`src/rtl/tdc_pkg.sv`:
```
// Shared types and default widths for the TDC hit generator and readout.
// Latency: n/a (declarations only).
// Backpressure: n/a.
package tdc_pkg;

  localparam int TDC_DATA_W = 21;
  localparam int DEF_DLY_W  = 16;
  localparam int DEF_WID_W  = 8;
  localparam int DEF_CNT_W  = 8;

  typedef enum logic [2:0] {
    IDLE,
    DELAY,
    HIGH,
    GAP,
    DONE
  } state_t;

endpackage

```
`src/rtl/tdc_timebase.sv`:
```
// Free-running coarse timebase, wraps modulo 2^TS_W.
// Latency: reads 0 in the first cycle after rst is released.
// Backpressure: none, never stalls.
module tdc_timebase
  import tdc_pkg::*;
#(
  parameter int TS_W = TDC_DATA_W
) (
  input  logic            clk,
  input  logic            rst,
  output logic [TS_W-1:0] count
);

  // Increment every cycle; natural overflow gives the wrap.
  always_ff @(posedge clk) begin
    if (rst) count <= '0;
    else     count <= count + TS_W'(1);
  end

endmodule

```
`src/rtl/tdc_hit_generator.sv`:
```
// Turns a programmed delay/width/period/count schedule into registered hit pulses with timebase stamps.
// Latency: first hit edge cfg_delay+1 cycles after accept; done one cycle after the last high cycle.
// Backpressure: cfg_ready only in IDLE; cfg_valid while busy is dropped, nothing is queued.
module tdc_hit_generator
  import tdc_pkg::*;
#(
  parameter int TS_W  = TDC_DATA_W,
  parameter int DLY_W = DEF_DLY_W,
  parameter int WID_W = DEF_WID_W,
  parameter int CNT_W = DEF_CNT_W
) (
  input  logic             clk,
  input  logic             rst,
  input  logic             cfg_valid,
  output logic             cfg_ready,
  input  logic [DLY_W-1:0] cfg_delay,
  input  logic [WID_W-1:0] cfg_width,
  input  logic [DLY_W-1:0] cfg_period,
  input  logic [CNT_W-1:0] cfg_count,
  input  logic             abort,
  output logic             hit,
  output logic             busy,
  output logic             done,
  output logic             stamp_valid,
  output logic [TS_W-1:0]  stamp,
  output logic [CNT_W-1:0] hit_idx
);

  state_t           state, state_nxt;
  logic             accept, start_pulse;
  logic [TS_W-1:0]  tb_now;
  logic [WID_W-1:0] w_eff, wid_m1, wid_cnt;
  logic [DLY_W:0]   w_ext, p_min, p_req, p_eff;
  logic [DLY_W-1:0] gap_m1, gap_len_m1, dly_cnt, gap_cnt;
  logic [CNT_W-1:0] pul_cnt;

  tdc_timebase #(.TS_W(TS_W)) u_timebase (
    .clk   (clk),
    .rst   (rst),
    .count (tb_now)
  );

  assign accept = cfg_valid && cfg_ready;

  // Effective geometry: width of at least one cycle, period at least one cycle longer
  // than the width so consecutive pulses never merge. Only sampled on accept.
  always_comb begin
    w_eff  = (cfg_width == '0) ? WID_W'(1) : cfg_width;
    w_ext  = (DLY_W+1)'(w_eff);
    p_min  = w_ext + (DLY_W+1)'(1);
    p_req  = (DLY_W+1)'(cfg_period);
    p_eff  = (p_req > p_min) ? p_req : p_min;
    gap_m1 = DLY_W'(p_eff - w_ext - (DLY_W+1)'(1));
  end

  // State register.
  always_ff @(posedge clk) begin
    if (rst) state <= IDLE;
    else     state <= state_nxt;
  end

  // Next-state: abort wins in DELAY/HIGH/GAP; counters expire at zero.
  always_comb begin
    state_nxt = state;
    case (state)
      IDLE: begin
        if (accept) begin
          if (cfg_count == '0)      state_nxt = DONE;
          else if (cfg_delay == '0) state_nxt = HIGH;
          else                      state_nxt = DELAY;
        end
      end
      DELAY: begin
        if (abort)               state_nxt = DONE;
        else if (dly_cnt == '0)  state_nxt = HIGH;
      end
      HIGH: begin
        if (abort)               state_nxt = DONE;
        else if (wid_cnt == '0)  state_nxt = (pul_cnt == '0) ? DONE : GAP;
      end
      GAP: begin
        if (abort)               state_nxt = DONE;
        else if (gap_cnt == '0)  state_nxt = HIGH;
      end
      DONE:    state_nxt = IDLE;
      default: state_nxt = IDLE;
    endcase
  end

  assign start_pulse = (state_nxt == HIGH) && (state != HIGH);

  // Registered outputs and down-counters, all loaded on state transitions.
  always_ff @(posedge clk) begin
    if (rst) begin
      hit         <= 1'b0;
      busy        <= 1'b0;
      done        <= 1'b0;
      cfg_ready   <= 1'b1;
      stamp_valid <= 1'b0;
      stamp       <= '0;
      hit_idx     <= '0;
      dly_cnt     <= '0;
      wid_cnt     <= '0;
      wid_m1      <= '0;
      gap_cnt     <= '0;
      gap_len_m1  <= '0;
      pul_cnt     <= '0;
    end else begin
      hit         <= (state_nxt == HIGH);
      busy        <= (state_nxt != IDLE);
      done        <= (state_nxt == DONE);
      cfg_ready   <= (state_nxt == IDLE);
      stamp_valid <= start_pulse;

      if (accept) begin
        dly_cnt    <= cfg_delay - DLY_W'(1);
        wid_m1     <= w_eff - WID_W'(1);
        gap_len_m1 <= gap_m1;
        pul_cnt    <= cfg_count - CNT_W'(1);
      end else if (state == DELAY) begin
        dly_cnt <= dly_cnt - DLY_W'(1);
      end

      // The stamp is the timebase value of the cycle hit goes high, i.e. one past now.
      if (start_pulse) begin
        wid_cnt <= accept ? (w_eff - WID_W'(1)) : wid_m1;
        stamp   <= tb_now + TS_W'(1);
        hit_idx <= (state == GAP) ? (hit_idx + CNT_W'(1)) : '0;
      end else if (state == HIGH) begin
        wid_cnt <= wid_cnt - WID_W'(1);
      end

      if ((state == HIGH) && (state_nxt == GAP)) begin
        gap_cnt <= gap_len_m1;
        pul_cnt <= pul_cnt - CNT_W'(1);
      end else if (state == GAP) begin
        gap_cnt <= gap_cnt - DLY_W'(1);
      end
    end
  end

endmodule

```
`config.mk`:
```
export PLATFORM = sky130hd
export DESIGN_NAME = tdc_hit_generator
export DESIGN_NICKNAME = d
export VERILOG_FILES = /design/src/rtl/tdc_pkg.sv /design/src/rtl/tdc_timebase.sv /design/src/rtl/tdc_hit_generator.sv
export SDC_FILE = /design/constraint.sdc
export NUM_CORES = 1
export LEC_CHECK = 0
export ABC_AREA = 1
export ABC_CLOCK_PERIOD_IN_PS = 4160
export BUFFER_PORTS_ARGS = -buffer_cell sky130_fd_sc_hd__buf_2
export CORE_ASPECT_RATIO = 1.75
export CORE_UTILIZATION = 50
export DETAILED_ROUTE_END_ITERATION = 10
export PLACE_DENSITY = 0.73
export SLEW_MARGIN = 20
export SYNTH_ARGS = -nofsm -noshare
export SYNTH_HDL_FRONTEND = slang
export SYNTH_SLANG_ARGS = --single-unit
export TNS_END_PERCENT = 1
```
`constraint.sdc`:
```
create_clock -name clk -period 4.16 [get_ports clk]
set_input_delay 0.832 -clock clk [delete_from_list [all_inputs] [get_ports clk]]
set_output_delay 0.832 -clock clk [all_outputs]
set_load 0.02 [all_outputs]
```
Word level (Yosys, flattened, before mapping)

Index checks and enable logic that the tools add are counted.

Add/subtract/negate cells: 12
Multiplexer cells: 23
Reduce and logical (&&, ||, !) cells: 17
Magnitude comparators: 1
Equal/unequal tests: 7

Operator list:

| cell                  | count |
|---|---|
| $mux 16               | 5 |
| $sub 16x1->16 const B | 4 |
| $mux 8                | 7 |
| $logic_not 16->1      | 3 |
| $logic_not 8->1       | 4 |
| $sub 8x1->8 const B   | 4 |
| $mux 3                | 9 |
| $add 21x1->21 const B | 1 |
| $gt 16x9->1           | 1 |
| $sub 16x8->16         | 1 |
| $eq 3x2->1 const B    | 4 |
| $pmux 3 s4            | 1 |
| $add 8x1->9 const B   | 1 |
| $add 8x1->8 const B   | 1 |
| $reduce_bool 2->1     | 4 |
| $logic_not 3->1       | 2 |
| $eq 3x1->1 const B    | 1 |
| $eq 3x3->1 const B    | 1 |
| $logic_and 1x1->1     | 3 |
| $ne 3x2->1 const B    | 1 |
| $reduce_bool 3->1     | 1 |
| $mux 2                | 1 |

Bits in registers: 130
Input port bits: 52

Longest topological paths before layout

Gate-level depths: netlist of the first run.

Depth after elaboration: 8
Gate-level depth with buffers: 31
Depth with buffers taken out: 30

By module

From an unflattened synthesis of the first run, not the netlist that was laid out.

Cells, all modules: 1209
Area, all modules: 8151.6 µm²

Modules (own cells, without submodules):

| module            | times used | area each (µm²) | seq. area each (µm²) | cells an instance |
|---|---|---|---|---|
| tdc_hit_generator | 1          | 7071.8          | 2182.1               | 1055 |
| tdc_timebase      | 1          | 1079.8          | 420.4                | 154 |

Least setup slack after synthesis of the first run

Ideal clock, no wire load.

Path kind: input to register
From: input port cfg_width[1]
To: register gap_len_m1[14]
Data required time: 4.051 ns
Buffers on the path: 1
Stages on the path: 30
Slack: -0.295 ns
Data arrival time: 4.346 ns
Cells stage by stage: nor2_1 nand3_1 o21bai_1 inv_1 ha_1 inv_1 ha_1 nand2_1 nand2_1 nand2_1 nand2_1 nand2_1 nand2_1 nand2_1 nand2_1 nand2_1 clkbuf_1 nand2_1 o21ai_0 ha_1 inv_1 fa_1 o21ai_0 a21oi_1 nand3_1 nor2_1 nand4_1 nand3_1 nand2_1 inv_1

Cells in the longest elaborated chain, start to end: 7

RTL lines:

| item                   | RTL line                 | text |
|---|---|---|
| start: declaration     | tdc_hit_generator.sv:17  | `input logic [WID_W-1:0] cfg_width,` |
| $logic_not 8->1        | tdc_hit_generator.sv:48  | `w_eff = (cfg_width == '0) ? WID_W'(1) : cfg_width;` |
| $mux 8 *               | tdc_hit_generator.sv:48  |  |
| $add 8x1->9            | tdc_hit_generator.sv:50  | `p_min = w_ext + (DLY_W+1)'(1);` |
| $gt 16x9->1            | tdc_hit_generator.sv:52  | `p_eff = (p_req > p_min) ? p_req : p_min;` |
| $mux 16                | tdc_hit_generator.sv:52  |  |
| $sub 16x8->16 *        | tdc_hit_generator.sv:53  | `gap_m1 = DLY_W'(p_eff - w_ext - (DLY_W+1)'(1));` |
| $sub 16x1->16 *        | tdc_hit_generator.sv:53  |  |
| end signal: assignment | tdc_hit_generator.sv:118 | `gap_len_m1 <= gap_m1;` |
| end: declaration       | tdc_hit_generator.sv:34  | `logic [DLY_W-1:0] gap_m1, gap_len_m1, dly_cnt, gap_cnt;` |

Every way passes the cells marked *; elsewhere a longest branch is shown, timed or not.
A chain may end at the register's enable or synchronous reset.

Worst setup path after layout of the first run

From: input port cfg_width[3]
To: register gap_len_m1[13]

The elaborated chain is that of the path after synthesis.

==> flow_metrics.py, run 1 <==
metrics = {
    "detailed_routing": {
        "viasPerCell": 5.14,
        "ant_nets": 0,
        "first_pass_iters": 5,
        "route.detailed.drc": 0,
        "wl_um": 18200,
        "wl_per_cell_um": 12.6,
        "drtIter0Drc": 253,
        "vias": 7407,
    },
    "sta": {
        "rsz0062_at_grt": "true",
        "setup_violations": 0,
        "worst_slew_pin_slew_ns": 0.843,
        "max_slew_margin_pct": 43.5,
        "fin_worst_skew_ns": 0.0115,
        "finalHoldViolCount": 0,
        "slew_violations": 0,
        "final.setup.worst_slack_ns": 0.313,
        "fmax_ghz": 0.260,
        "period_minus_slack_ns": 3.85,
        "post-route-period-util_pct": 92.5,
    },
    "synthesis": {
        "ys_seq_area_share_pct": 34.1,
        "mappedNetlistNets": 1206,
        "ys_seq_elements": 130,
        "synth_ff_type": "dfxtp_1",
        "syn_avg_cell_area_um2": 6.75,
        "syn_area_mm2": 0.00762,
        "yosys-top-cells-area": "dfxtp_1, nand2_1, nor2_1",
        "yosysTopAreaCell": "dfxtp_1",
        "synth_warnings": 0,
        "yosysTopAreaCellShare_pct": 34.1,
        "async_flop_share_pct": 0,
        "synth_edf_count": 0,
        "synth_cell_types": 51,
        "syn_inst": 1129,
    },
    "global_route": {
        "grt_start_max_net_pins": 64,
        "grt_use_total_pct": 24.3,
        "grt_pass1_vias": 6920,
        "antenna_found_initial": 0,
        "grt_overflow": 0,
        "grt_pass1_wl_um": 30300,
    },
    "setup_path": {
        "r2r_cells": 15,
        "r2r_slack_ns": 1.35,
        "cpMaxStageDelayCell": "ha_1",
        "cp-end-kind": "flop",
        "cp_data_required_time_ns": 4.47,
        "arrival_ns": 4.15,
        "startpoint": "cfg_width[3]",
        "start_kind": "primary input",
        "path_class": "in2reg",
        "crit_fanout": 5,
        "setup.worst_path.end": "gap_len_m1[13]$_SDFFE_PP0P_",
        "r2r_end": "hit_idx[3]$_SDFFE_PP0P_",
        "cpPeakStageDelay_ns": 0.29,
        "r2r_start": "wid_cnt[0]$_SDFFE_PP0P_",
        "path_common_cell": "nand2_1",
    },
    "floorplan": {
        "initial_core_util_pct": 51.1,
        "pin_count": 86,
        "rows": 59,
        "fp.dieArea_mm2": 0.0158,
        "die_x_um": 95.3,
        "die_h_um": 165,
        "coreArea_mm2": 0.0149,
    },
    "cts": {
        "htreeDepth": 4,
        "cts_sinks": 130,
        "clkSlewWorstSetupHoldPaths_ns": 0.06,
        "root_buffer": "clkbuf_16",
        "numCtsBuffers": 17,
        "clkLatencyLatePin_ns": 0.42,
        "clockBufferDepth": 2,
        "cts_tree": "done",
    },
    "cells_and_area": {
        "final_util_pct": 61.0,
        "mostFrequentLayoutCell": "nand2_1",
        "multi_input_area_mm2": 0.00427,
        "syn_to_final_growth_pct": 19.4,
        "n_antenna_cell": 0,
        "final_cell_mix": "nand2_1, inv_1, nor2_1, dfxtp_1, buf_2",
        "final-seq-area_mm2": 0.00260,
        "drive_gt1_share_pct": 19.1,
        "fillCellCount": 1413,
        "nets": 1323,
    },
    "place": {
        "place_ws_ns": -0.348,
        "port-buffer-count": 85,
        "gp_congestion": 0.864,
        "dp.final_hpwl_um": 13300,
    },
    "pwr": {
        "p_per_area_mw_per_mm2": 359,
        "irDropWorstVdd_mv": 0.209,
        "p_total_mw": 3.26,
        "p_leak_nw": 4.42,
    },
    "min_path": {
        "min_path_type": "reg2reg",
    },
    "run": {
        "drv_cap": 0,
    },
    "status": {
        "status": "finished clean",
    },
}
[repair_timing]
| item | in CTS | in global routing |
|---|---|---|
| hold endpoints to repair | 0 | 0 |
| endpoints found under the setup margin | 0 | 12 |
| gates resized for setup | 0 | 18 |
| hold buffers | 0 | 0 |
| setup buffers | 0 | 1 |
[cell families after synthesis]
kind of cell	after synthesis	share of synthesized area (%)
adder cells (fa/ha/maj)	25	4.20
multiplexers	1	0.131
AND/OR/NAND/NOR	507	28.6
flip-flops	130	34.1
XOR/XNOR	50	5.74
AO/OA/AOI/OAI	208	16.2
buffers and inverters	208	11.0
[critical path, delay by kind of cell]
family | cells | cell delay, ns
and+or+nand+nor | 17 | 1.76
adders and majority gates | 2 | 0.53
AOI/OAI and AO/OA | 5 | 0.66
buffers and inverters | 5 | 0.38
[stage by stage]
| stage | hold slack (ns) | cell area, um^2 | cells | TNS (ns) |
|---|---|---|---|---|
| after floorplan | 0.440 | 7650 | 1129 | -0.00289 |
| after global placement | 0.453 | 8460 | 1407 | -1.95 |
| after detailed placement | 0.460 | 8460 | 1407 | -3.03 |
| after CTS | 0.474 | 9020 | 1439 | 0 |
| after global routing | 0.493 | 9100 | 1442 | -0.306 |
| final | 0.472 | 9100 | 1442 | 0 |
[worst min-delay path by stage]
stage                              startpoint                             end  slack, ns  depth (start not counted)
3_5_place_dp          dly_cnt[3]$_SDFFE_PP0P_         dly_cnt[3]$_SDFFE_PP0P_       0.46                          2
6_report                 wid_m1[7]$_SDFF_PP0_            wid_m1[7]$_SDFF_PP0_       0.47                          2
4_1_cts                  wid_m1[7]$_SDFF_PP0_            wid_m1[7]$_SDFF_PP0_       0.47                          2
2_1_floorplan  u_timebase.count[0]$_SDFF_PP0_  u_timebase.count[0]$_SDFF_PP0_       0.44                          1
3_3_place_gp          dly_cnt[0]$_SDFFE_PP0P_         dly_cnt[0]$_SDFFE_PP0P_       0.45                          2
5_1_grt               dly_cnt[3]$_SDFFE_PP0P_         dly_cnt[3]$_SDFFE_PP0P_       0.49                          2
[final cells by class]
class	count	area share, %
clock buffers	21	5.28
clock inverters	11	0.853
inverters	169	7.03
multi-input cells	793	46.9
flip-flops and latches	130	28.6
well taps	183	2.52
repair buffers	135	8.80
[synth_stat cells, types with 12 or more instances]
cell type,instances
nand4_1,18
dfxtp_1,130
xor2_1,38
nand2_1,222
a21oi_1,51
ha_1,24
o21ai_0,64
clkbuf_1,25
nor3_1,18
nand3_1,55
inv_1,160
o21ai_1,32
a21oi_2,20
nor2_1,164
xnor2_1,12
[layer usage]
layer	share of wire [%]	up-vias	GRT usage, %
met5	0	-	0
met1	39	3342	25.1
met4	3.8	0	12.8
met2	54	138	45.7
li1	-	3878	-
met3	2.3	49	3.71
[power by group]
part | total [mW] | switching, mW | internal, mW
Sequential | 1.34 | 0.0311 | 1.31
Clock | 1.38 | 0.559 | 0.825
Combinational | 0.540 | 0.333 | 0.207
Total | 3.26 | 0.923 | 2.34
[flip-flops by register name (all words and copies together), names as in the netlist]
signal            count
stamp_valid           1
cfg_ready             1
state                 3
wid_m1                8
wid_cnt               8
u_timebase.count     21
gap_cnt              16
pul_cnt               8
dly_cnt              16
stamp                21
done                  1
gap_len_m1           16
hit_idx               8
hit                   1
busy                  1
(Power assumes the default switching activity.)
==> run 2, diff against run 1 <==
--- a/config.mk
+++ b/config.mk
@@ -11,6 +11,7 @@
 export CORE_ASPECT_RATIO = 1.75
 export CORE_UTILIZATION = 50
 export DETAILED_ROUTE_END_ITERATION = 10
+export GPL_TIMING_DRIVEN = 0
 export PLACE_DENSITY = 0.73
 export SLEW_MARGIN = 20
 export SYNTH_ARGS = -nofsm -noshare
==> run 2 against run 1 <==
Effect of this change: first-iteration DRC count up 50%; critical path depth up 3; clock power up 22%; utilization up 1.4 points; final area up 2.3%; non-clock buffer count up 3; routed wire length up 11%; sequential power about the same; power up 10%; global-route usage up 2.1 points; flip-flop and latch count unchanged; critical path type unchanged; critical endpoint unchanged.
==> flow_metrics.py, run 2 (same netlist as run 1, synthesis figures left out) <==
metrics = {
    "setup_path": {
        "path_buf_inv": 5,
        "r2r_slack_ns": 1.82,
        "cp-end-kind": "flop",
        "r2r_end": "hit_idx[3]$_SDFFE_PP0P_",
        "r2r_cells": 14,
        "cp_data_required_time_ns": 4.48,
        "start_kind": "primary input",
        "cpMaxStageDelayCell": "ha_1",
        "r2r_start": "gap_cnt[0]$_SDFFE_PP0P_",
        "cpPeakStageDelay_ns": 0.34,
        "path_class": "in2reg",
        "arrival_ns": 4.35,
        "cp_top_family": "simple AND/OR/NAND/NOR gates",
        "crit_fanout": 7,
    },
    "sta": {
        "finalHoldViolCount": 0,
        "rsz0062_at_grt": "true",
        "max_slew_margin_pct": 47.9,
        "fin_worst_skew_ns": 0.0102,
        "final.setup.tns_ns": 0,
        "setup_violations": 0,
        "post-route-period-util_pct": 97.0,
        "slew_violations": 0,
        "worst_slew_pin_slew_ns": 0.782,
        "final.setup.worst_slack_ns": 0.126,
        "fmax_ghz": 0.248,
        "period_minus_slack_ns": 4.03,
        "hold_ws_ns": 0.469,
    },
    "floorplan": {
        "rows": 59,
        "die_h_um": 165,
        "pin_count": 86,
        "initial_core_util_pct": 51.1,
        "fp.dieArea_mm2": 0.0158,
        "coreArea_mm2": 0.0149,
        "die_x_um": 95.3,
    },
    "pwr": {
        "p_per_area_mw_per_mm2": 386,
        "p_leak_nw": 4.40,
        "irDropWorstVdd_mv": 0.235,
        "combPwrFrac_pct": 15.7,
        "power.share.clock_pct": 46.8,
        "net-switching-power_mw": 0.988,
        "p_total_mw": 3.59,
        "internal-power_mw": 2.60,
        "p_seq_share_pct": 37.5,
        "switching_share_pct": 27.5,
    },
    "place": {
        "dp.cells": 1396,
        "port-buffer-count": 84,
        "dp.final_hpwl_um": 15100,
        "place_ws_ns": -0.876,
        "gp_congestion": 0.936,
        "place_area_mm2": 0.00830,
    },
    "global_route": {
        "grt_pass1_wl_um": 31900,
        "grt_use_total_pct": 26.4,
        "grt_pass1_vias": 7085,
        "antenna_found_initial": 0,
        "grt_overflow": 0,
        "grt_start_max_net_pins": 17,
    },
    "detailed_routing": {
        "ant_nets": 0,
        "wl_um": 20100,
        "first_pass_iters": 5,
        "wl_per_cell_um": 14.0,
        "drtIter0Drc": 379,
        "route.detailed.drc": 0,
        "vias": 7578,
        "viasPerCell": 5.25,
    },
    "cells_and_area": {
        "final_area_mm2": 0.00931,
        "final_util_pct": 62.4,
        "final-seq-area_mm2": 0.00260,
        "syn_to_final_growth_pct": 22.1,
        "nets": 1324,
        "n_antenna_cell": 0,
        "multi_input_area_mm2": 0.00437,
        "fillCellCount": 1387,
        "final_cell_mix": "nand2_1, nor2_1, inv_1, dfxtp_1, buf_2",
        "mostFrequentLayoutCell": "nand2_1",
        "drive_gt1_share_pct": 18.8,
        "reg_top3": "stamp: 21 flops, u_timebase.count: 21 flops",
        "finalNonFillerCells": 1443,
    },
    "cts": {
        "htreeDepth": 4,
        "cts_tree": "done",
        "clockBufferDepth": 2,
        "root_buffer": "clkbuf_16",
        "cts_sinks": 130,
        "clkSlewWorstSetupHoldPaths_ns": 0.06,
        "numCtsBuffers": 17,
        "clkLatencyLatePin_ns": 0.43,
    },
    "run": {
        "drv_cap": 0,
    },
    "min_path": {
        "hold_path_end": "dly_cnt[0]$_SDFFE_PP0P_",
        "holdPathStages": 2,
        "min_path_type": "reg2reg",
        "hold_start": "dly_cnt[0]$_SDFFE_PP0P_",
    },
    "status": {
        "status": "finished clean",
    },
}
[run 2: cell count changes in the layout (fill, tap and decap cells not counted), moves of 4 or more]
cell / change
a21oi_1: -6
a21oi_2: +6
buf_4: -35
buf_6: +9
bufinv_16: +5
clkbuf_1: +24
clkinv_2: -4
inv_1: -4
nand2_1: -6
nand2_2: +6
nor2_4: +4
[run 2: area by class of cell]
type | instances | area share (%)
Clock inverter | 14 | 2.42
Clock buffer | 18 | 4.72
Buffer | 39 | 2.29
Inverter | 169 | 6.95
Multi-Input combinational cell | 791 | 47.0
Sequential cell | 130 | 28.0
Tap cell | 183 | 2.46
Timing Repair Buffer | 99 | 6.22
[run 2: worst max-delay path by stage]
stage / slack (ns) / cells after the start / end / start
finish: 0.13 / 32 / gap_len_m1[13]$_SDFFE_PP0P_ / cfg_width[4]
global route: -0.24 / 32 / gap_len_m1[13]$_SDFFE_PP0P_ / cfg_width[4]
global placement: -0.80 / 30 / gap_len_m1[12]$_SDFFE_PP0P_ / cfg_width[1]
detailed placement: -0.88 / 30 / gap_len_m1[12]$_SDFFE_PP0P_ / cfg_width[1]
floorplan: -0.003 / 29 / gap_len_m1[14]$_SDFFE_PP0P_ / cfg_width[1]
CTS: 0.003 / 31 / gap_len_m1[14]$_SDFFE_PP0P_ / cfg_width[4]
[run 2: power by group through the flow]
stage / clock, mW / sequential (mW) / combinational, mW
2_1_floorplan: 0 / 1.37 / 0.366
3_3_place_gp: 0 / 1.37 / 0.505
3_5_place_dp: 0 / 1.37 / 0.513
4_1_cts: 1.69 / 1.35 / 0.526
5_1_grt: 1.75 / 1.35 / 0.634
6_report: 1.68 / 1.35 / 0.564
[run 2: routing by layer]
metal | part of all wire [%] | GRT usage, % | vias up
met4 | 4.7 | 15.4 | 0
met5 | 0 | 0 | -
met3 | 3.6 | 4.58 | 63
met1 | 37 | 26.2 | 3442
li1 | - | - | 3862
met2 | 54 | 49.5 | 211
[run 2: worst reg2reg max path, stage by stage, from the launching register on]
cell     delay (ns)
dfxtp_1        0.29
inv_1          0.11
ha_1           0.23
nand2_2        0.11
nor2_4         0.15
nand3_2        0.13
o31ai_4        0.27
nand2_2        0.11
nor2_4         0.23
nand2_4        0.14
inv_6          0.11
buf_6          0.15
nand3_1        0.07
nand2_1        0.08
nor2_1         0.04
[run 2: what timing repair did]
action / 4_1_cts / 5_1_grt
hold buffers: 0 / 0
gates cloned: 0 / 0
setup endpoints to repair: 12 / 12
resized for setup: 11 / 51
setup buffers: 6 / 9
pin swaps: 6 / 27
==> run 3, diff against run 2 <==
--- a/config.mk
+++ b/config.mk
@@ -9,10 +9,10 @@
 export ABC_CLOCK_PERIOD_IN_PS = 4160
 export BUFFER_PORTS_ARGS = -buffer_cell sky130_fd_sc_hd__buf_2
 export CORE_ASPECT_RATIO = 1.75
-export CORE_UTILIZATION = 50
+export CORE_UTILIZATION = 54
 export DETAILED_ROUTE_END_ITERATION = 10
 export GPL_TIMING_DRIVEN = 0
-export PLACE_DENSITY = 0.73
+export PLACE_DENSITY = 0.77
 export SLEW_MARGIN = 20
 export SYNTH_ARGS = -nofsm -noshare
 export SYNTH_HDL_FRONTEND = slang
==> run 3 against run 2 <==
Effect of this change: final area hardly changed; clock skew fell by 0.0025 ns; worst hold slack about the same; clock power rose by 2%; sequential power hardly changed; clock-buffer cell count shrank 1; the flow now finishes with violations (setup timing); routed wire length grew 4.2%; via count rose by 2.5%; flip-flop and latch count is the same; largest power group unchanged.
==> flow_metrics.py, run 3 (same netlist as run 1, synthesis figures left out) <==
metrics = {
    "cts": {
        "cts_hold_buf": 0,
        "htreeDepth": 4,
        "clkLatencyLatePin_ns": 0.42,
        "root_buffer": "clkbuf_16",
        "cts_tree": "done",
        "numCtsBuffers": 17,
        "clkSlewWorstSetupHoldPaths_ns": 0.06,
        "clockBufferDepth": 2,
        "cts_sinks": 130,
    },
    "sta": {
        "max_slew_margin_pct": 50.6,
        "hold_ws_ns": 0.468,
        "setup_violations": 1,
        "fmax_ghz": 0.239,
        "final.setup.worst_slack_ns": -0.0159,
        "rsz0062_at_grt": "true",
        "slew_violations": 0,
        "period_minus_slack_ns": 4.18,
        "final.setup.tns_ns": -0.0159,
        "worst_slew_pin_slew_ns": 0.742,
        "post-route-period-util_pct": 100,
        "fin_worst_skew_ns": 0.00771,
        "finalHoldViolCount": 0,
    },
    "place": {
        "port-buffer-count": 84,
        "dp.final_hpwl_um": 14800,
        "gp_congestion": 0.907,
    },
    "cells_and_area": {
        "nets": 1327,
        "fillCellCount": 1225,
        "reg_top3": "stamp: 21 flops, u_timebase.count: 21 flops",
        "syn_to_final_growth_pct": 22.2,
        "drive_gt1_share_pct": 18.7,
        "mostFrequentLayoutCell": "nand2_1",
        "final-seq-area_mm2": 0.00260,
        "multi_input_area_mm2": 0.00435,
        "n_antenna_cell": 0,
        "final_cell_mix": "nand2_1, nor2_1, inv_1, dfxtp_1, buf_2",
    },
    "setup_path": {
        "path_common_cell": "nand2_1",
        "path_class": "in2reg",
        "cp-end-kind": "flop",
        "cpMaxStageDelayCell": "ha_1",
        "start_kind": "primary input",
        "cpPeakStageDelay_ns": 0.31,
        "cp_data_required_time_ns": 4.47,
        "crit_fanout": 7,
        "arrival_ns": 4.48,
    },
    "floorplan": {
        "initial_core_util_pct": 55.1,
        "die_x_um": 91.8,
        "pin_count": 86,
        "coreArea_mm2": 0.0138,
        "die_h_um": 159,
        "rows": 57,
        "fp.dieArea_mm2": 0.0146,
    },
    "detailed_routing": {
        "vias": 7766,
        "drtIter0Drc": 415,
        "wl_um": 21000,
        "wl_per_cell_um": 14.6,
        "ant_nets": 0,
        "viasPerCell": 5.39,
        "first_pass_iters": 7,
        "route.detailed.drc": 0,
    },
    "global_route": {
        "grt_pass1_vias": 7429,
        "grt_start_max_net_pins": 17,
        "grt_pass1_wl_um": 32800,
        "antenna_found_initial": 0,
        "grt_use_total_pct": 28.2,
        "grt_overflow": 0,
    },
    "pwr": {
        "p_leak_nw": 4.43,
        "irDropWorstVdd_mv": 0.257,
        "p_per_area_mw_per_mm2": 390,
    },
    "run": {
        "drv_cap": 0,
    },
    "status": {
        "status": "finished, violations left",
        "violations": "setup timing",
    },
    "min_path": {
        "min_path_type": "reg2reg",
    },
}
-- run 3: cell count changes in the layout (fill, tap and decap cells not counted), sizes merged --
cell      before  now
clkinv         2    6
buf          114  117
clkinvlp       3    1
inv          173  171
bufinv         5    6
clkbuf        42   41
-- run 3: final timing paths --
check                               start                           to  slack [ns]  depth (start not counted)
setup / recovery             cfg_width[0]  gap_len_m1[13]$_SDFFE_PP0P_       -0.02                         30
setup reg to reg     cfg_ready$_SDFF_PP1_      dly_cnt[5]$_SDFFE_PP0P_        1.82                          9
hold reg to reg   dly_cnt[3]$_SDFFE_PP0P_      dly_cnt[3]$_SDFFE_PP0P_        0.47                          2
hold / removal    dly_cnt[3]$_SDFFE_PP0P_      dly_cnt[3]$_SDFFE_PP0P_        0.47                          2
-- run 3: per-layer routing --
layer / part of all wire (%) / track usage, %
met1: 37 / 27.3
met3: 3.7 / 4.30
met4: 5.6 / 17.0
met2: 54 / 54.5
met5: 0 / 0
-- run 3: where the power goes --
| group | internal, mW | total (mW) | leakage (nW) | switching (mW) |
|---|---|---|---|---|
| clock | 1.13 | 1.72 | 0.330 | 0.584 |
| combinational | 0.204 | 0.569 | 3.04 | 0.365 |
| sequential | 1.31 | 1.35 | 1.06 | 0.0377 |
-- run 3: through the flow --
stage                     area (um^2)  worst slack [ns]  total power [mW]  utilization [%]  instances
final                            9310           -0.0159              3.63             67.3       1440
after global routing             9310            -0.272              3.77             67.3       1440
after CTS                        9040            0.0134              3.60             65.3       1427
after detailed placement         8290            -0.751              1.88             59.9       1390
after global placement           8290            -0.777              1.87             59.9       1390
after floorplan                  7650          -0.00289              1.73                -       1129
-- run 3: cell type report --
class	instances	share of cell area (%)
flip-flops and latches	130	27.9
inverters	169	6.92
clock buffers	17	4.57
clock inverters	15	2.75
multi-input cells	791	46.7
well taps	177	2.38
plain buffers	39	2.28
repair buffers	102	6.46
-- run 3: worst max-delay path: cells and delay by family --
family / cells / cell delay [ns]
simple gates: 17 / 1.64
compound gates: 6 / 0.92
fa+ha+maj: 2 / 0.60
buf+inv: 5 / 0.50
-- run 3: what timing repair did --
item | 4_1_cts | 5_1_grt
setup buffers | 5 | 13
setup endpoints to repair | 10 | 13
resized for setup | 8 | 52
pin swaps | 6 | 27
endpoints found under the hold margin | 0 | 0
